## src/rtl/axi_burst_arbiter_if.sv

```systemverilog
// AXI4 bundle (32-bit address/data, 4-bit id) shared by the arbiter's requester and memory ports.
// master modport drives requests and ready for responses; slave modport is the mirror image.
interface axi_if;
   logic        awvalid;
   logic        awready;
   logic [31:0] awaddr;
   logic [7:0]  awlen;
   logic [2:0]  awsize;
   logic [1:0]  awburst;
   logic [3:0]  awid;
   logic        wvalid;
   logic        wready;
   logic [31:0] wdata;
   logic [3:0]  wstrb;
   logic        wlast;
   logic        bvalid;
   logic        bready;
   logic [1:0]  bresp;
   logic [3:0]  bid;
   logic        arvalid;
   logic        arready;
   logic [31:0] araddr;
   logic [7:0]  arlen;
   logic [2:0]  arsize;
   logic [1:0]  arburst;
   logic [3:0]  arid;
   logic        rvalid;
   logic        rready;
   logic [31:0] rdata;
   logic [1:0]  rresp;
   logic        rlast;
   logic [3:0]  rid;

   modport master (
      output awvalid, awaddr, awlen, awsize, awburst, awid,
      input  awready,
      output wvalid, wdata, wstrb, wlast,
      input  wready,
      input  bvalid, bresp, bid,
      output bready,
      output arvalid, araddr, arlen, arsize, arburst, arid,
      input  arready,
      input  rvalid, rdata, rresp, rlast, rid,
      output rready
   );

   modport slave (
      input  awvalid, awaddr, awlen, awsize, awburst, awid,
      output awready,
      input  wvalid, wdata, wstrb, wlast,
      output wready,
      output bvalid, bresp, bid,
      input  bready,
      input  arvalid, araddr, arlen, arsize, arburst, arid,
      output arready,
      output rvalid, rdata, rresp, rlast, rid,
      input  rready
   );
endinterface

```

## src/rtl/axi_burst_arbiter.sv

```systemverilog
// Round-robin I$/D$ arbiter locking the shared AXI port for one whole transaction; grant 1 cycle after request.
// Channels are combinational pass-through while granted; the non-owner simply sees ready/valid low.
module axi_burst_arbiter #(
   parameter int CNT_WIDTH = 32
) (
   input  logic                 clk,
   input  logic                 rst_n,
   axi_if.master                m_axi,
   axi_if.slave                 s_axi_instr,
   axi_if.slave                 s_axi_data,
   output logic                 busy,
   output logic                 owner,
   output logic [CNT_WIDTH-1:0] instr_txn_cnt,
   output logic [CNT_WIDTH-1:0] data_txn_cnt,
   output logic                 resp_err
);
   typedef enum logic [1:0] {IDLE, RD, WR, WR_RESP} state_t;

   localparam logic [CNT_WIDTH-1:0] CNT_ONE = {{(CNT_WIDTH-1){1'b0}}, 1'b1};

   state_t state;
   logic   last_grant;
   logic   req_i, req_d, winner, win_aw;
   logic   act, rd_on, aw_on, w_on;
   logic   r_last_hs, r_err, wl_hs, b_hs, b_err;

   assign req_i  = s_axi_instr.arvalid | s_axi_instr.awvalid;
   assign req_d  = s_axi_data.arvalid | s_axi_data.awvalid;
   assign winner = (req_i & req_d) ? ~last_grant : req_d;
   assign win_aw = winner ? s_axi_data.awvalid : s_axi_instr.awvalid;

   assign act   = (state != IDLE);
   assign rd_on = (state == RD);
   assign aw_on = (state == WR) || (state == WR_RESP);
   assign w_on  = (state == WR);

   // Outgoing port: owner's request fields, idle defaults otherwise
   assign m_axi.arvalid = rd_on & (owner ? s_axi_data.arvalid : s_axi_instr.arvalid);
   assign m_axi.araddr  = rd_on ? (owner ? s_axi_data.araddr : s_axi_instr.araddr) : 32'd0;
   assign m_axi.arlen   = act ? (owner ? s_axi_data.arlen : s_axi_instr.arlen) : 8'd127;
   assign m_axi.arsize  = act ? (owner ? s_axi_data.arsize : s_axi_instr.arsize) : 3'b010;
   assign m_axi.arburst = act ? (owner ? s_axi_data.arburst : s_axi_instr.arburst) : 2'b01;
   assign m_axi.arid    = act ? (owner ? s_axi_data.arid : s_axi_instr.arid) : 4'd0;
   assign m_axi.rready  = rd_on & (owner ? s_axi_data.rready : s_axi_instr.rready);

   assign m_axi.awvalid = aw_on & (owner ? s_axi_data.awvalid : s_axi_instr.awvalid);
   assign m_axi.awaddr  = aw_on ? (owner ? s_axi_data.awaddr : s_axi_instr.awaddr) : 32'd0;
   assign m_axi.awlen   = act ? (owner ? s_axi_data.awlen : s_axi_instr.awlen) : 8'd127;
   assign m_axi.awsize  = act ? (owner ? s_axi_data.awsize : s_axi_instr.awsize) : 3'b010;
   assign m_axi.awburst = act ? (owner ? s_axi_data.awburst : s_axi_instr.awburst) : 2'b01;
   assign m_axi.awid    = act ? (owner ? s_axi_data.awid : s_axi_instr.awid) : 4'd0;

   assign m_axi.wvalid  = w_on & (owner ? s_axi_data.wvalid : s_axi_instr.wvalid);
   assign m_axi.wdata   = w_on ? (owner ? s_axi_data.wdata : s_axi_instr.wdata) : 32'd0;
   assign m_axi.wstrb   = act ? (owner ? s_axi_data.wstrb : s_axi_instr.wstrb) : 4'hF;
   assign m_axi.wlast   = w_on & (owner ? s_axi_data.wlast : s_axi_instr.wlast);
   assign m_axi.bready  = aw_on & (owner ? s_axi_data.bready : s_axi_instr.bready);

   // Requester ports: payloads shared, handshake strobes only to the owner
   assign s_axi_instr.arready = rd_on & ~owner & m_axi.arready;
   assign s_axi_instr.rvalid  = rd_on & ~owner & m_axi.rvalid;
   assign s_axi_instr.rdata   = m_axi.rdata;
   assign s_axi_instr.rresp   = m_axi.rresp;
   assign s_axi_instr.rlast   = m_axi.rlast;
   assign s_axi_instr.rid     = m_axi.rid;
   assign s_axi_instr.awready = aw_on & ~owner & m_axi.awready;
   assign s_axi_instr.wready  = w_on & ~owner & m_axi.wready;
   assign s_axi_instr.bvalid  = aw_on & ~owner & m_axi.bvalid;
   assign s_axi_instr.bresp   = m_axi.bresp;
   assign s_axi_instr.bid     = m_axi.bid;

   assign s_axi_data.arready = rd_on & owner & m_axi.arready;
   assign s_axi_data.rvalid  = rd_on & owner & m_axi.rvalid;
   assign s_axi_data.rdata   = m_axi.rdata;
   assign s_axi_data.rresp   = m_axi.rresp;
   assign s_axi_data.rlast   = m_axi.rlast;
   assign s_axi_data.rid     = m_axi.rid;
   assign s_axi_data.awready = aw_on & owner & m_axi.awready;
   assign s_axi_data.wready  = w_on & owner & m_axi.wready;
   assign s_axi_data.bvalid  = aw_on & owner & m_axi.bvalid;
   assign s_axi_data.bresp   = m_axi.bresp;
   assign s_axi_data.bid     = m_axi.bid;

   assign r_last_hs = m_axi.rvalid & m_axi.rready & m_axi.rlast;
   assign r_err     = m_axi.rvalid & m_axi.rready & (m_axi.rresp != 2'b00);
   assign wl_hs     = m_axi.wvalid & m_axi.wready & m_axi.wlast;
   assign b_hs      = m_axi.bvalid & m_axi.bready;
   assign b_err     = b_hs & (m_axi.bresp != 2'b00);

   always_ff @(posedge clk or negedge rst_n) begin
      if (!rst_n) begin
         state         <= IDLE;
         owner         <= 1'b0;
         last_grant    <= 1'b1;
         busy          <= 1'b0;
         instr_txn_cnt <= '0;
         data_txn_cnt  <= '0;
         resp_err      <= 1'b0;
      end else begin
         if (r_err || b_err) resp_err <= 1'b1;
         case (state)
            IDLE: begin
               if (req_i || req_d) begin
                  owner      <= winner;
                  last_grant <= winner;
                  busy       <= 1'b1;
                  state      <= win_aw ? WR : RD;
               end
            end
            RD: begin
               if (r_last_hs) begin
                  state <= IDLE;
                  busy  <= 1'b0;
                  if (owner) data_txn_cnt  <= data_txn_cnt + CNT_ONE;
                  else       instr_txn_cnt <= instr_txn_cnt + CNT_ONE;
               end
            end
            WR: begin
               if (wl_hs) state <= WR_RESP;
            end
            WR_RESP: begin
               if (b_hs) begin
                  state <= IDLE;
                  busy  <= 1'b0;
                  if (owner) data_txn_cnt  <= data_txn_cnt + CNT_ONE;
                  else       instr_txn_cnt <= instr_txn_cnt + CNT_ONE;
               end
            end
            default: state <= IDLE;
         endcase
      end
   end
endmodule

```

## src/flat_wrapper.sv

```systemverilog
// flat-port wrapper written by rule: the top's interface ports become plain ports
module axi_burst_arbiter_flat 
#(
   parameter int CNT_WIDTH = 32
)
  (clk, rst_n, busy, owner, instr_txn_cnt, data_txn_cnt, resp_err, m_axi_awvalid, m_axi_awaddr, m_axi_awlen, m_axi_awsize, m_axi_awburst, m_axi_awid, m_axi_awready, m_axi_wvalid, m_axi_wdata, m_axi_wstrb, m_axi_wlast, m_axi_wready, m_axi_bvalid, m_axi_bresp, m_axi_bid, m_axi_bready, m_axi_arvalid, m_axi_araddr, m_axi_arlen, m_axi_arsize, m_axi_arburst, m_axi_arid, m_axi_arready, m_axi_rvalid, m_axi_rdata, m_axi_rresp, m_axi_rlast, m_axi_rid, m_axi_rready, s_axi_instr_awvalid, s_axi_instr_awaddr, s_axi_instr_awlen, s_axi_instr_awsize, s_axi_instr_awburst, s_axi_instr_awid, s_axi_instr_awready, s_axi_instr_wvalid, s_axi_instr_wdata, s_axi_instr_wstrb, s_axi_instr_wlast, s_axi_instr_wready, s_axi_instr_bvalid, s_axi_instr_bresp, s_axi_instr_bid, s_axi_instr_bready, s_axi_instr_arvalid, s_axi_instr_araddr, s_axi_instr_arlen, s_axi_instr_arsize, s_axi_instr_arburst, s_axi_instr_arid, s_axi_instr_arready, s_axi_instr_rvalid, s_axi_instr_rdata, s_axi_instr_rresp, s_axi_instr_rlast, s_axi_instr_rid, s_axi_instr_rready, s_axi_data_awvalid, s_axi_data_awaddr, s_axi_data_awlen, s_axi_data_awsize, s_axi_data_awburst, s_axi_data_awid, s_axi_data_awready, s_axi_data_wvalid, s_axi_data_wdata, s_axi_data_wstrb, s_axi_data_wlast, s_axi_data_wready, s_axi_data_bvalid, s_axi_data_bresp, s_axi_data_bid, s_axi_data_bready, s_axi_data_arvalid, s_axi_data_araddr, s_axi_data_arlen, s_axi_data_arsize, s_axi_data_arburst, s_axi_data_arid, s_axi_data_arready, s_axi_data_rvalid, s_axi_data_rdata, s_axi_data_rresp, s_axi_data_rlast, s_axi_data_rid, s_axi_data_rready);
  axi_if m_axi_i ();
  axi_if s_axi_instr_i ();
  axi_if s_axi_data_i ();
  input  logic clk;
  input  logic rst_n;
  output logic busy;
  output logic owner;
  output logic [CNT_WIDTH-1:0] instr_txn_cnt;
  output logic [CNT_WIDTH-1:0] data_txn_cnt;
  output logic resp_err;
  output wire logic [$bits(m_axi_i.awvalid)-1:0] m_axi_awvalid;
  output wire logic [$bits(m_axi_i.awaddr)-1:0] m_axi_awaddr;
  output wire logic [$bits(m_axi_i.awlen)-1:0] m_axi_awlen;
  output wire logic [$bits(m_axi_i.awsize)-1:0] m_axi_awsize;
  output wire logic [$bits(m_axi_i.awburst)-1:0] m_axi_awburst;
  output wire logic [$bits(m_axi_i.awid)-1:0] m_axi_awid;
  input wire logic [$bits(m_axi_i.awready)-1:0] m_axi_awready;
  output wire logic [$bits(m_axi_i.wvalid)-1:0] m_axi_wvalid;
  output wire logic [$bits(m_axi_i.wdata)-1:0] m_axi_wdata;
  output wire logic [$bits(m_axi_i.wstrb)-1:0] m_axi_wstrb;
  output wire logic [$bits(m_axi_i.wlast)-1:0] m_axi_wlast;
  input wire logic [$bits(m_axi_i.wready)-1:0] m_axi_wready;
  input wire logic [$bits(m_axi_i.bvalid)-1:0] m_axi_bvalid;
  input wire logic [$bits(m_axi_i.bresp)-1:0] m_axi_bresp;
  input wire logic [$bits(m_axi_i.bid)-1:0] m_axi_bid;
  output wire logic [$bits(m_axi_i.bready)-1:0] m_axi_bready;
  output wire logic [$bits(m_axi_i.arvalid)-1:0] m_axi_arvalid;
  output wire logic [$bits(m_axi_i.araddr)-1:0] m_axi_araddr;
  output wire logic [$bits(m_axi_i.arlen)-1:0] m_axi_arlen;
  output wire logic [$bits(m_axi_i.arsize)-1:0] m_axi_arsize;
  output wire logic [$bits(m_axi_i.arburst)-1:0] m_axi_arburst;
  output wire logic [$bits(m_axi_i.arid)-1:0] m_axi_arid;
  input wire logic [$bits(m_axi_i.arready)-1:0] m_axi_arready;
  input wire logic [$bits(m_axi_i.rvalid)-1:0] m_axi_rvalid;
  input wire logic [$bits(m_axi_i.rdata)-1:0] m_axi_rdata;
  input wire logic [$bits(m_axi_i.rresp)-1:0] m_axi_rresp;
  input wire logic [$bits(m_axi_i.rlast)-1:0] m_axi_rlast;
  input wire logic [$bits(m_axi_i.rid)-1:0] m_axi_rid;
  output wire logic [$bits(m_axi_i.rready)-1:0] m_axi_rready;
  input wire logic [$bits(s_axi_instr_i.awvalid)-1:0] s_axi_instr_awvalid;
  input wire logic [$bits(s_axi_instr_i.awaddr)-1:0] s_axi_instr_awaddr;
  input wire logic [$bits(s_axi_instr_i.awlen)-1:0] s_axi_instr_awlen;
  input wire logic [$bits(s_axi_instr_i.awsize)-1:0] s_axi_instr_awsize;
  input wire logic [$bits(s_axi_instr_i.awburst)-1:0] s_axi_instr_awburst;
  input wire logic [$bits(s_axi_instr_i.awid)-1:0] s_axi_instr_awid;
  output wire logic [$bits(s_axi_instr_i.awready)-1:0] s_axi_instr_awready;
  input wire logic [$bits(s_axi_instr_i.wvalid)-1:0] s_axi_instr_wvalid;
  input wire logic [$bits(s_axi_instr_i.wdata)-1:0] s_axi_instr_wdata;
  input wire logic [$bits(s_axi_instr_i.wstrb)-1:0] s_axi_instr_wstrb;
  input wire logic [$bits(s_axi_instr_i.wlast)-1:0] s_axi_instr_wlast;
  output wire logic [$bits(s_axi_instr_i.wready)-1:0] s_axi_instr_wready;
  output wire logic [$bits(s_axi_instr_i.bvalid)-1:0] s_axi_instr_bvalid;
  output wire logic [$bits(s_axi_instr_i.bresp)-1:0] s_axi_instr_bresp;
  output wire logic [$bits(s_axi_instr_i.bid)-1:0] s_axi_instr_bid;
  input wire logic [$bits(s_axi_instr_i.bready)-1:0] s_axi_instr_bready;
  input wire logic [$bits(s_axi_instr_i.arvalid)-1:0] s_axi_instr_arvalid;
  input wire logic [$bits(s_axi_instr_i.araddr)-1:0] s_axi_instr_araddr;
  input wire logic [$bits(s_axi_instr_i.arlen)-1:0] s_axi_instr_arlen;
  input wire logic [$bits(s_axi_instr_i.arsize)-1:0] s_axi_instr_arsize;
  input wire logic [$bits(s_axi_instr_i.arburst)-1:0] s_axi_instr_arburst;
  input wire logic [$bits(s_axi_instr_i.arid)-1:0] s_axi_instr_arid;
  output wire logic [$bits(s_axi_instr_i.arready)-1:0] s_axi_instr_arready;
  output wire logic [$bits(s_axi_instr_i.rvalid)-1:0] s_axi_instr_rvalid;
  output wire logic [$bits(s_axi_instr_i.rdata)-1:0] s_axi_instr_rdata;
  output wire logic [$bits(s_axi_instr_i.rresp)-1:0] s_axi_instr_rresp;
  output wire logic [$bits(s_axi_instr_i.rlast)-1:0] s_axi_instr_rlast;
  output wire logic [$bits(s_axi_instr_i.rid)-1:0] s_axi_instr_rid;
  input wire logic [$bits(s_axi_instr_i.rready)-1:0] s_axi_instr_rready;
  input wire logic [$bits(s_axi_data_i.awvalid)-1:0] s_axi_data_awvalid;
  input wire logic [$bits(s_axi_data_i.awaddr)-1:0] s_axi_data_awaddr;
  input wire logic [$bits(s_axi_data_i.awlen)-1:0] s_axi_data_awlen;
  input wire logic [$bits(s_axi_data_i.awsize)-1:0] s_axi_data_awsize;
  input wire logic [$bits(s_axi_data_i.awburst)-1:0] s_axi_data_awburst;
  input wire logic [$bits(s_axi_data_i.awid)-1:0] s_axi_data_awid;
  output wire logic [$bits(s_axi_data_i.awready)-1:0] s_axi_data_awready;
  input wire logic [$bits(s_axi_data_i.wvalid)-1:0] s_axi_data_wvalid;
  input wire logic [$bits(s_axi_data_i.wdata)-1:0] s_axi_data_wdata;
  input wire logic [$bits(s_axi_data_i.wstrb)-1:0] s_axi_data_wstrb;
  input wire logic [$bits(s_axi_data_i.wlast)-1:0] s_axi_data_wlast;
  output wire logic [$bits(s_axi_data_i.wready)-1:0] s_axi_data_wready;
  output wire logic [$bits(s_axi_data_i.bvalid)-1:0] s_axi_data_bvalid;
  output wire logic [$bits(s_axi_data_i.bresp)-1:0] s_axi_data_bresp;
  output wire logic [$bits(s_axi_data_i.bid)-1:0] s_axi_data_bid;
  input wire logic [$bits(s_axi_data_i.bready)-1:0] s_axi_data_bready;
  input wire logic [$bits(s_axi_data_i.arvalid)-1:0] s_axi_data_arvalid;
  input wire logic [$bits(s_axi_data_i.araddr)-1:0] s_axi_data_araddr;
  input wire logic [$bits(s_axi_data_i.arlen)-1:0] s_axi_data_arlen;
  input wire logic [$bits(s_axi_data_i.arsize)-1:0] s_axi_data_arsize;
  input wire logic [$bits(s_axi_data_i.arburst)-1:0] s_axi_data_arburst;
  input wire logic [$bits(s_axi_data_i.arid)-1:0] s_axi_data_arid;
  output wire logic [$bits(s_axi_data_i.arready)-1:0] s_axi_data_arready;
  output wire logic [$bits(s_axi_data_i.rvalid)-1:0] s_axi_data_rvalid;
  output wire logic [$bits(s_axi_data_i.rdata)-1:0] s_axi_data_rdata;
  output wire logic [$bits(s_axi_data_i.rresp)-1:0] s_axi_data_rresp;
  output wire logic [$bits(s_axi_data_i.rlast)-1:0] s_axi_data_rlast;
  output wire logic [$bits(s_axi_data_i.rid)-1:0] s_axi_data_rid;
  input wire logic [$bits(s_axi_data_i.rready)-1:0] s_axi_data_rready;
  assign m_axi_awvalid = m_axi_i.awvalid;
  assign m_axi_awaddr = m_axi_i.awaddr;
  assign m_axi_awlen = m_axi_i.awlen;
  assign m_axi_awsize = m_axi_i.awsize;
  assign m_axi_awburst = m_axi_i.awburst;
  assign m_axi_awid = m_axi_i.awid;
  assign m_axi_i.awready = m_axi_awready;
  assign m_axi_wvalid = m_axi_i.wvalid;
  assign m_axi_wdata = m_axi_i.wdata;
  assign m_axi_wstrb = m_axi_i.wstrb;
  assign m_axi_wlast = m_axi_i.wlast;
  assign m_axi_i.wready = m_axi_wready;
  assign m_axi_i.bvalid = m_axi_bvalid;
  assign m_axi_i.bresp = m_axi_bresp;
  assign m_axi_i.bid = m_axi_bid;
  assign m_axi_bready = m_axi_i.bready;
  assign m_axi_arvalid = m_axi_i.arvalid;
  assign m_axi_araddr = m_axi_i.araddr;
  assign m_axi_arlen = m_axi_i.arlen;
  assign m_axi_arsize = m_axi_i.arsize;
  assign m_axi_arburst = m_axi_i.arburst;
  assign m_axi_arid = m_axi_i.arid;
  assign m_axi_i.arready = m_axi_arready;
  assign m_axi_i.rvalid = m_axi_rvalid;
  assign m_axi_i.rdata = m_axi_rdata;
  assign m_axi_i.rresp = m_axi_rresp;
  assign m_axi_i.rlast = m_axi_rlast;
  assign m_axi_i.rid = m_axi_rid;
  assign m_axi_rready = m_axi_i.rready;
  assign s_axi_instr_i.awvalid = s_axi_instr_awvalid;
  assign s_axi_instr_i.awaddr = s_axi_instr_awaddr;
  assign s_axi_instr_i.awlen = s_axi_instr_awlen;
  assign s_axi_instr_i.awsize = s_axi_instr_awsize;
  assign s_axi_instr_i.awburst = s_axi_instr_awburst;
  assign s_axi_instr_i.awid = s_axi_instr_awid;
  assign s_axi_instr_awready = s_axi_instr_i.awready;
  assign s_axi_instr_i.wvalid = s_axi_instr_wvalid;
  assign s_axi_instr_i.wdata = s_axi_instr_wdata;
  assign s_axi_instr_i.wstrb = s_axi_instr_wstrb;
  assign s_axi_instr_i.wlast = s_axi_instr_wlast;
  assign s_axi_instr_wready = s_axi_instr_i.wready;
  assign s_axi_instr_bvalid = s_axi_instr_i.bvalid;
  assign s_axi_instr_bresp = s_axi_instr_i.bresp;
  assign s_axi_instr_bid = s_axi_instr_i.bid;
  assign s_axi_instr_i.bready = s_axi_instr_bready;
  assign s_axi_instr_i.arvalid = s_axi_instr_arvalid;
  assign s_axi_instr_i.araddr = s_axi_instr_araddr;
  assign s_axi_instr_i.arlen = s_axi_instr_arlen;
  assign s_axi_instr_i.arsize = s_axi_instr_arsize;
  assign s_axi_instr_i.arburst = s_axi_instr_arburst;
  assign s_axi_instr_i.arid = s_axi_instr_arid;
  assign s_axi_instr_arready = s_axi_instr_i.arready;
  assign s_axi_instr_rvalid = s_axi_instr_i.rvalid;
  assign s_axi_instr_rdata = s_axi_instr_i.rdata;
  assign s_axi_instr_rresp = s_axi_instr_i.rresp;
  assign s_axi_instr_rlast = s_axi_instr_i.rlast;
  assign s_axi_instr_rid = s_axi_instr_i.rid;
  assign s_axi_instr_i.rready = s_axi_instr_rready;
  assign s_axi_data_i.awvalid = s_axi_data_awvalid;
  assign s_axi_data_i.awaddr = s_axi_data_awaddr;
  assign s_axi_data_i.awlen = s_axi_data_awlen;
  assign s_axi_data_i.awsize = s_axi_data_awsize;
  assign s_axi_data_i.awburst = s_axi_data_awburst;
  assign s_axi_data_i.awid = s_axi_data_awid;
  assign s_axi_data_awready = s_axi_data_i.awready;
  assign s_axi_data_i.wvalid = s_axi_data_wvalid;
  assign s_axi_data_i.wdata = s_axi_data_wdata;
  assign s_axi_data_i.wstrb = s_axi_data_wstrb;
  assign s_axi_data_i.wlast = s_axi_data_wlast;
  assign s_axi_data_wready = s_axi_data_i.wready;
  assign s_axi_data_bvalid = s_axi_data_i.bvalid;
  assign s_axi_data_bresp = s_axi_data_i.bresp;
  assign s_axi_data_bid = s_axi_data_i.bid;
  assign s_axi_data_i.bready = s_axi_data_bready;
  assign s_axi_data_i.arvalid = s_axi_data_arvalid;
  assign s_axi_data_i.araddr = s_axi_data_araddr;
  assign s_axi_data_i.arlen = s_axi_data_arlen;
  assign s_axi_data_i.arsize = s_axi_data_arsize;
  assign s_axi_data_i.arburst = s_axi_data_arburst;
  assign s_axi_data_i.arid = s_axi_data_arid;
  assign s_axi_data_arready = s_axi_data_i.arready;
  assign s_axi_data_rvalid = s_axi_data_i.rvalid;
  assign s_axi_data_rdata = s_axi_data_i.rdata;
  assign s_axi_data_rresp = s_axi_data_i.rresp;
  assign s_axi_data_rlast = s_axi_data_i.rlast;
  assign s_axi_data_rid = s_axi_data_i.rid;
  assign s_axi_data_i.rready = s_axi_data_rready;
  axi_burst_arbiter #(.CNT_WIDTH(CNT_WIDTH)) u_core (.clk(clk), .rst_n(rst_n), .m_axi(m_axi_i), .s_axi_instr(s_axi_instr_i), .s_axi_data(s_axi_data_i), .busy(busy), .owner(owner), .instr_txn_cnt(instr_txn_cnt), .data_txn_cnt(data_txn_cnt), .resp_err(resp_err));
endmodule
```

## config.mk

```make
export PLATFORM = sky130hd
export DESIGN_NAME = axi_burst_arbiter_flat
export DESIGN_NICKNAME = d
export VERILOG_FILES = /design/src/rtl/axi_burst_arbiter_if.sv /design/src/rtl/axi_burst_arbiter.sv /design/src/flat_wrapper.sv
export SDC_FILE = /design/constraint.sdc
export NUM_CORES = 1
export LEC_CHECK = 0
export BUFFER_PORTS_ARGS = -buffer_cell sky130_fd_sc_hd__buf_2
export CORE_AREA = 2 2 251 253
export CTS_BUF_LIST = sky130_fd_sc_hd__clkbuf_8
export DETAILED_ROUTE_END_ITERATION = 10
export DIE_AREA = 0 0 253 255
export PLACE_DENSITY = 0.37
export REMOVE_ABC_BUFFERS = 1
export SYNTH_ARGS = -nofsm -noshare
export SYNTH_HDL_FRONTEND = slang
export SYNTH_SLANG_ARGS = --single-unit
```

## constraint.sdc

```tcl
create_clock -name clk -period 3.32 [get_ports clk]
set_input_delay 0.996 -clock clk [delete_from_list [all_inputs] [get_ports clk]]
set_output_delay 0.996 -clock clk [all_outputs]
set_load 0.05 [all_outputs]
```

# Yosys cells after proc, flatten, opt, wreduce, memory -nomap -nowiden
# Cells that the tools add are included.
[word_totals] reg_bits=70 latch_bits=0 mem_bits_rw=0 romBits=0 in_bits=332 elab_cells=113 memories=0
[classes] add_sub_neg=2 n_mul=0 div_mod_pow=0 magnitude_cmp=0 n_eq_ne=7 shifts=0 mux=50 bitwise_logic=34 reduce_logical=13
[ops] cell="$mux W32" n=12
[ops] cell="$pmux W32 S2" n=2
[ops] cell="$add A32 B1 Y32 const B" n=2
[ops] cell="$mux W8" n=4
[ops] cell="$and A1 B1 Y1" n=30
[ops] cell="$mux W4" n=6
[ops] cell="$mux W2" n=9
[ops] cell="$mux W3" n=4
[ops] cell="$mux W1" n=11
[ops] cell="$pmux W2 S4" n=1
[ops] cell="$reduce_and A4 Y1" n=2
[ops] cell="$reduce_bool A2 Y1" n=4
[ops] cell="$eq A2 B2 Y1 const B" n=2
[ops] cell="$ne A2 B1 Y1 const B" n=2
[ops] cell="$ne A2 B2 Y1 const B" n=2
[ops] cell="$logic_or A1 B1 Y1" n=3
[ops] cell="$pmux W1 S3" n=1
[ops] cell="$reduce_and A3 Y1" n=1
[ops] cell="$reduce_bool A3 Y1" n=1
[ops] cell="$eq A2 B1 Y1 const B" n=1
[ops] cell="$logic_not A2 Y1" n=1
[ops] cell="$not A1 Y1" n=2
[ops] cell="$or A1 B1 Y1" n=2
[ops] cell="$reduce_and A2 Y1" n=1

# Logic depth before layout (Yosys ltp)
# Gate-level depths: netlist (run 1).
[logic_depth] ltp_word=7 depth_mapped=7 ltp_nobuf=6

# Worst setup path after synthesis (run 1)
# Ideal clock, no wire load.
[synth_timing] kind="reg2out" from="register u_core.owner" to="output s_axi_instr_arready" arrival_time_ns=2.590 t_required_ns=2.324 path_slack_ns=-0.266 path_stages_with_launch=6 cell_sequence="dfrtp_1 -> buf_4 -> clkbuf_1 -> buf_2 -> clkbuf_1 -> nor3_1"
[synth_between] elab_chain_cells=3
[synth_lines] item="start, declared" line="axi_burst_arbiter.sv:12" text="output logic owner,"
[synth_lines] item="start signal, assigned" line="axi_burst_arbiter.sv:104" text="owner <= winner;"
[synth_lines] item="$not A1 Y1" line="axi_burst_arbiter.sv:60" text="assign s_axi_instr.arready = rd_on & ~owner & m_axi.arready;"
[synth_lines] item="$and A1 B1 Y1 (2 in series)" line="axi_burst_arbiter.sv:60"
[synth_lines] item="end, declared" line="flat_wrapper.sv:68" text="output wire logic [$bits(s_axi_instr_i.arready)-1:0] s_axi_instr_arready;"
# Every way passes these cells.

# Worst setup path in the final report (run 1)
[layout_timing] from="register u_core.state[1]" to="output s_axi_data_rvalid"
[layout_between] elab_chain_cells=3
[layout_lines] item="start, declared" line="axi_burst_arbiter.sv:21" text="state_t state;"
[layout_lines] item="start signal, assigned" line="axi_burst_arbiter.sv:107" text="state <= win_aw ? WR : RD;"
[layout_lines] item="$eq A2 B1 Y1" line="axi_burst_arbiter.sv:33" text="assign rd_on = (state == RD);"
[layout_lines] item="$and A1 B1 Y1 (2 in series)" line="axi_burst_arbiter.sv:73" text="assign s_axi_data.rvalid = rd_on & owner & m_axi.rvalid;"
[layout_lines] item="end, declared" line="flat_wrapper.sv:98" text="output wire logic [$bits(s_axi_data_i.rvalid)-1:0] s_axi_data_rvalid;"
# Every way passes these cells.

==> impl_results.md, run 1 <==
- Htree depth: 3
- DRC: 0
- Max VDD drop: 838.6 µV
- Synth-to-Final Area Change: 55.27%
- Drt initial violations: 425
- R2R Path End: u_core.instr_txn_cnt[26]
- WP data arrival: 2220 ps
- First-pass GRT wire length: 68310 µm
- Postcts setup bufs: 0
- Multi-input gate area: 3388 µm²
- Synth unique cells: 43
- YS warnings: 0
- Predominant post-synthesis flop cell: dfrtp_1
- Post-synth EDFFs: 0
- Leak: 4.984 nW
- Min Tclk post-route: 3217 ps
- Input/output buffers: 518
- Netlist Area Pre-Place: 5992 µm²
- Routed WL: 54340 µm
- Die Y: 255 µm
- CTS tree: done
- Share of cells above drive strength 1: 50.39%
- Worst Skew: 14.03 ps
- Startpoint Class: flop
- WHS Endpoint: u_core.instr_txn_cnt[31]
- Final GP Congestion: 1.087
- Pwr/cell area: 885.7 nW/µm²
- Critical Path Sink Type: primary output
- Worst-path maximum fanout: 11
- Antenna violations before repair: 51
- Final period util: 96.89%
- Fin. Hold Viols: 0
- Max Clk Rate: 310.9 MHz
- TritonCTS Buffers: 9
- Sequential element share of the synthesized area: 29.25%
- RSZ-0062 raised after global routing: no
- Tightest Pin Transition: 577.1 ps
- DR vias/cell: 3.744
- # nets final: 1472
- IO Pins: 639
- DPL Wire Length: 48420 µm
- Row count: 92
- WP data required: 2320 ps
- Reg-to-reg slack, setup: 500 ps
- Root buf cell: clkbuf_8
- Setup TNS: 0 ps
- Status: completed
- Reg2Reg Depth: 7
- Commonest non-fill, non-tap cell in the layout: buf_2
- Total GRT Usage: 16.28%
- R2r startpoint: u_core.owner
- Seq cells post-synth: 70
- Hold Crit Depth: 1
- Final ANT Viol Nets: 0
- WS Path Type: flop to primary output
- Initial core utilization: 9.640%
- Max_slew headroom: 60.43%
- Worst-Skew Late Latency: 410 ps
- Post-route core utilization: 14.97%
- DR vias: 7304
- Max Transition Viols Final: 0
- Drt pass-1 iters: 5
- Core Footprint: 62160 µm²
- Largest net degree at the start of global routing: 34
- Fillcell total: 7242
- Die width: 253 µm
- Vias in the first global route: 7172
- Register area: 1757 µm²
- Clk sink count: 70
- Drt wl/cell: 27.85 µm
- Worst Hold Slack: 471.9 ps
- Mapped Avg Cell Area: 8.451 µm²
- Commonest cells after routing, fill and taps aside: buf_2 (512), nor2_1 (120), mux2i_1 (108), dfrtp_1 (68), nand2_1 (64)
- Final instance count without filler cells: 1951
- Final Power: 8.241 mW
- Async SR Flop Fraction: 100.0%
- Hold Startpoint: u_core.instr_txn_cnt[31]
- Mapped Cells: 709
- Placed Cells: 1926
- Final setup viols: 0
- Max clock buf depth: 2
- CTS clk-pin slew, worst paths: 90 ps
- MaxCap Viol Count: 0
- Die area: 64520 µm²
- GRT overflow: 0
- Hold WC Path Type: flop to flop
[area by class of cell]
type / instances / share of cell area (%)
Timing Repair Buffer: 542 / 31.08
Antenna cell: 9 / 0.2421
Tap cell: 799 / 10.75
Clock inverter: 7 / 0.7800
Multi-Input combinational cell: 502 / 36.42
Inverter: 13 / 0.5245
Sequential cell: 70 / 18.88
Clock buffer: 9 / 1.331
[synth_stat cells, types with 2 or more instances]
master	n	area, µm²
nor2_1	122	457.9
mux2i_1	108	1081
buf_4	91	683.2
dfrtp_1	69	1727
nand2_1	64	240.2
a22o_1	33	289.0
xor2_1	32	280.3
xnor2_1	30	262.8
clkbuf_1	22	82.58
nor3_1	22	110.1
nand3_1	20	100.1
nand4_1	15	93.84
inv_1	12	45.04
buf_1	9	33.78
nor4_1	6	37.54
o21ai_0	5	25.02
a21oi_1	4	20.02
and3_1	4	25.02
and4_1	4	35.03
and2_1	3	18.77
mux2_2	3	33.78
nor3b_1	3	22.52
or3_1	3	18.77
a31oi_1	2	12.51
buf_2	2	10.01
ha_1	2	25.02
nor4_4	2	42.54
o32a_1	2	20.02
[report_power, final]
part / internal (mW) / switching, mW / total [mW] / leakage [nW]
Sequential: 0.937 / 0.138 / 1.07 / 0.911
Clock: 0.349 / 0.409 / 0.758 / 0.0961
Combinational: 1.68 / 4.73 / 6.41 / 3.98
Total: 2.97 / 5.27 / 8.24 / 4.98
[per-stage QoR]
| step | setup slack (ps) | cell area, µm² |
|---|---|---|
| 2_1_floorplan | -3976 | 5182 |
| 3_3_place_gp | 312.8 | 9081 |
| 6_report | 103.2 | 9304 |
| 4_1_cts | 26.43 | 9278 |
| 3_5_place_dp | 335.4 | 9081 |
| 5_1_grt | 14.44 | 9294 |
[worst max-delay path, cell delays in order (launching register included)]
cell and delay [ps]:
dfrtp_1 380, buf_4 180, inv_1 190, nand3_1 490
nor2_1 390, buf_12 180
[metal layers]
metal	share of wire, %	routed length (µm)	global-route usage, %	vias to the layer above
met2	41	22400	23.61	559
met4	0.99	536	2.773	34
met1	39	21290	18.62	3417
met3	17	9376	12.65	83
li1	-	-	-	3211
met5	1.3	725	4.586	-
[flip-flops by register name, indices dropped and copies added (netlist names)]
name                  cells
u_core.last_grant         1
u_core.state              2
u_core.resp_err           1
u_core.data_txn_cnt      32
u_core.owner              1
u_core.busy               1
u_core.instr_txn_cnt     32
[cell families after synthesis]
logic type                 share of synthesized area [%]
and+or+nand+nor                                    21.74
buffers and inverters                              14.32
muxes                                              18.61
DFF                                                29.25
xor gates and xnor gates                           9.062
AOI/OAI and AO/OA                                  6.598
adders and majority gates                         0.4176
[what timing repair did]
item / CTS / global route
setup endpoints to repair: 0 / 2
hold buffers: 0 / 0
resized for setup: 0 / 1
[worst max path at each step]
stage	cells past startpoint	end	slack (ps)	startpoint
2_1_floorplan	3	m_axi_wdata[0]	-3980	u_core.owner
3_3_place_gp	4	s_axi_instr_rvalid	310	m_axi_rvalid
3_5_place_dp	4	s_axi_data_rvalid	340	m_axi_rvalid
4_1_cts	5	m_axi_araddr[11]	30	u_core.owner
5_1_grt	5	m_axi_wdata[26]	10	u_core.owner
6_report	5	s_axi_data_rvalid	100	u_core.state[1]
Note: power is estimated with default switching activity, not from simulation.
==> inputs of run 2 (changes only) <==
- ABC_CLOCK_PERIOD_IN_PS: unset -> 3320
- BUFFER_PORTS_ARGS: -buffer_cell sky130_fd_sc_hd__buf_2 -> unset
- DONT_BUFFER_PORTS: unset -> 1
- PLACE_DENSITY: 0.37 -> 0.3
==> run 2 against run 1 <==
Via count is 19% lower. Largest cell class unchanged. First-iteration DRC count is 12% lower. Core utilization is 1.6 points lower.
==> impl_results.md, run 2 (same netlist as run 1, synthesis figures left out) <==
- RSZ-0062 raised after global routing: no
- Hold WC Path Type: input port to asynchronous set/reset pin
- Final period util: 95.95% (-0.95 points)
- Final Power: 8.921 mW (+8.2%)
- Final GP Congestion: 1.203 (+11%)
- CTS clk-pin slew, worst paths: 100 ps (about the same)
- Root buf cell: clkbuf_8
- Postcts setup bufs: 0 (unchanged)
- TritonCTS Buffers: 9 (unchanged)
- Die area: 64520 µm² (unchanged)
- Tightest Pin Transition: 709.7 ps (+132.6 ps)
- First-pass GRT wire length: 62720 µm (-8.2%)
- Status: completed
- Final setup viols: 0 (unchanged)
- Hold buffers post-CTS: 0 (unchanged)
- Commonest non-fill, non-tap cell in the layout: buf_4
- Worst-Skew Late Latency: 410 ps (about the same)
- Leak: 3.720 nW (-25%)
- Final worst slack: 134.6 ps (+31.42 ps)
- Die Y: 255 µm (unchanged)
- Post-cts resize count: 0 (unchanged)
- GRT overflow: 0 (unchanged)
- Fin. Hold Viols: 0 (unchanged)
- DRC: 0 (unchanged)
- MaxCap Viol Count: 0 (unchanged)
- Vias in the first global route: 5844 (-19%)
- Worst Skew: 16.04 ps (+2.015 ps)
- Core Footprint: 62160 µm² (unchanged)
- Initial core utilization: 9.640% (unchanged)
- WP data arrival: 2190 ps (-30 ps)
- Final ANT Viol Nets: 0 (unchanged)
- Max Transition Viols Final: 0 (unchanged)
- Min Tclk post-route: 3185 ps (-31.42 ps)
- Pwr/cell area: 1076 nW/µm² (+22%)
- Clk sink count: 70 (unchanged)
- Share of cells above drive strength 1: 28.70% (-22 points)
- Pre-CTS WS: 517.2 ps (+181.8 ps)
- Max Clk Rate: 313.9 MHz (+0.99%)
- WP data required: 2320 ps (about the same)
- Die width: 253 µm (unchanged)
- Drt pass-1 iters: 5 (unchanged)
- Antenna violations before repair: 37 (-27%)
- Worst-path maximum fanout: 50 (+39)
- Synth-to-Final Area Change: 38.32%
- Max_slew headroom: 52.51% (-7.9 points)
- Startpoint Class: flop
- DR vias: 5948 (-19%)
- Critical Path Sink Type: primary output
- Max clock buf depth: 2 (unchanged)
- WS Path Type: flop to primary output
- Top flop regs: u_core.data_txn_cnt: 32 flops, u_core.instr_txn_cnt: 32 flops, u_core.state: 2 flops
- Area after DPL: 8020 µm² (-12%)
- IO Pins: 639 (unchanged)
- Met3 Use GR: 15.74% (+3.1 points)
- Htree depth: 3 (unchanged)
- Total GRT Usage: 15.14% (-1.1 points)
- Commonest cells after routing, fill and taps aside: buf_4 (159), nor2_1 (119), mux2i_1 (108), dfrtp_1 (68), nand2_1 (64)
- Drt initial violations: 374 (-12%)
- Busiest grt layer: met2
- DR vias/cell: 3.708 (-0.95%)
- Input/output buffers: 0 (-100%)
- Design area: 8288 µm² (-11%)
- M2 GR Usage: 21.92% (-1.7 points)
- Met1 usage: 14.65% (-4.0 points)
- Max VDD drop: 703.7 µV (-16%)
- Drt wl/cell: 31.51 µm (+13%)
- Routed WL: 50550 µm (-7.0%)
- Row count: 92 (unchanged)
- Largest net degree at the start of global routing: 71 (+110%)
- DPL Wire Length: 44420 µm (-8.3%)
- CTS tree: done
- # nets final: 1120 (-24%)
run 2: layout make-up:
| cell class | instances | area (µm²) |
|---|---|---|
| repair buffers | 190 | 1814 |
| fillers | 7152 | 53870 |
| diodes | 14 | 35.03 |
| multi-input cells | 502 | 3401 |
| well taps | 799 | 999.7 |
| flip-flops and latches | 70 | 1757 |
| inverters | 13 | 48.80 |
| clock buffers | 11 | 151.4 |
| clock inverters | 5 | 81.33 |
run 2: final timing paths:
| kind | from | endpoint | slack (ps) | cells after the start |
|---|---|---|---|---|
| hold / removal | rst_n | u_core.data_txn_cnt[8] | 270 | 0 |
| setup reg to reg | u_core.owner | u_core.instr_txn_cnt[27] | 630 | 7 |
| setup / recovery | u_core.owner | m_axi_awaddr[22] | 130 | 4 |
| hold reg to reg | u_core.data_txn_cnt[0] | u_core.data_txn_cnt[0] | 540 | 1 |
| min in group clk | u_core.data_txn_cnt[0] | u_core.data_txn_cnt[0] | 540 | 1 |
| max in group asynchronous | rst_n | u_core.last_grant | 2850 | 0 |
run 2: report_power, final:
part           switching (mW)  leakage, nW  internal (mW)
Clock                   0.414        0.116          0.464
Sequential              0.200        0.911          0.935
Combinational            4.52         2.69           2.39
Total                    5.13         3.72           3.79
run 2: critical path, cell delays in order (launching register included):
cell	delay (ps)
dfrtp_4	640
buf_12	350
mux2i_1	400
nor2_1	80
buf_4	200
run 2: per-layer routing:
layer / routed length, µm / vias up
li1: - / 2519
met5: 847 / -
met2: 20790 / 540
met3: 10900 / 87
met4: 795 / 32
met1: 17220 / 2770
run 2: metrics by stage:
stage          utilization, %  instances  TNS [ps]  hold WS [ps]
2_1_floorplan               -        585   -615660         566.1
3_3_place_gp            12.90       1574         0         519.0
3_5_place_dp            12.90       1574         0         523.3
4_1_cts                 13.28       1590         0         201.9
5_1_grt                 13.29       1594         0         216.4
6_report                13.33       1604         0         273.2
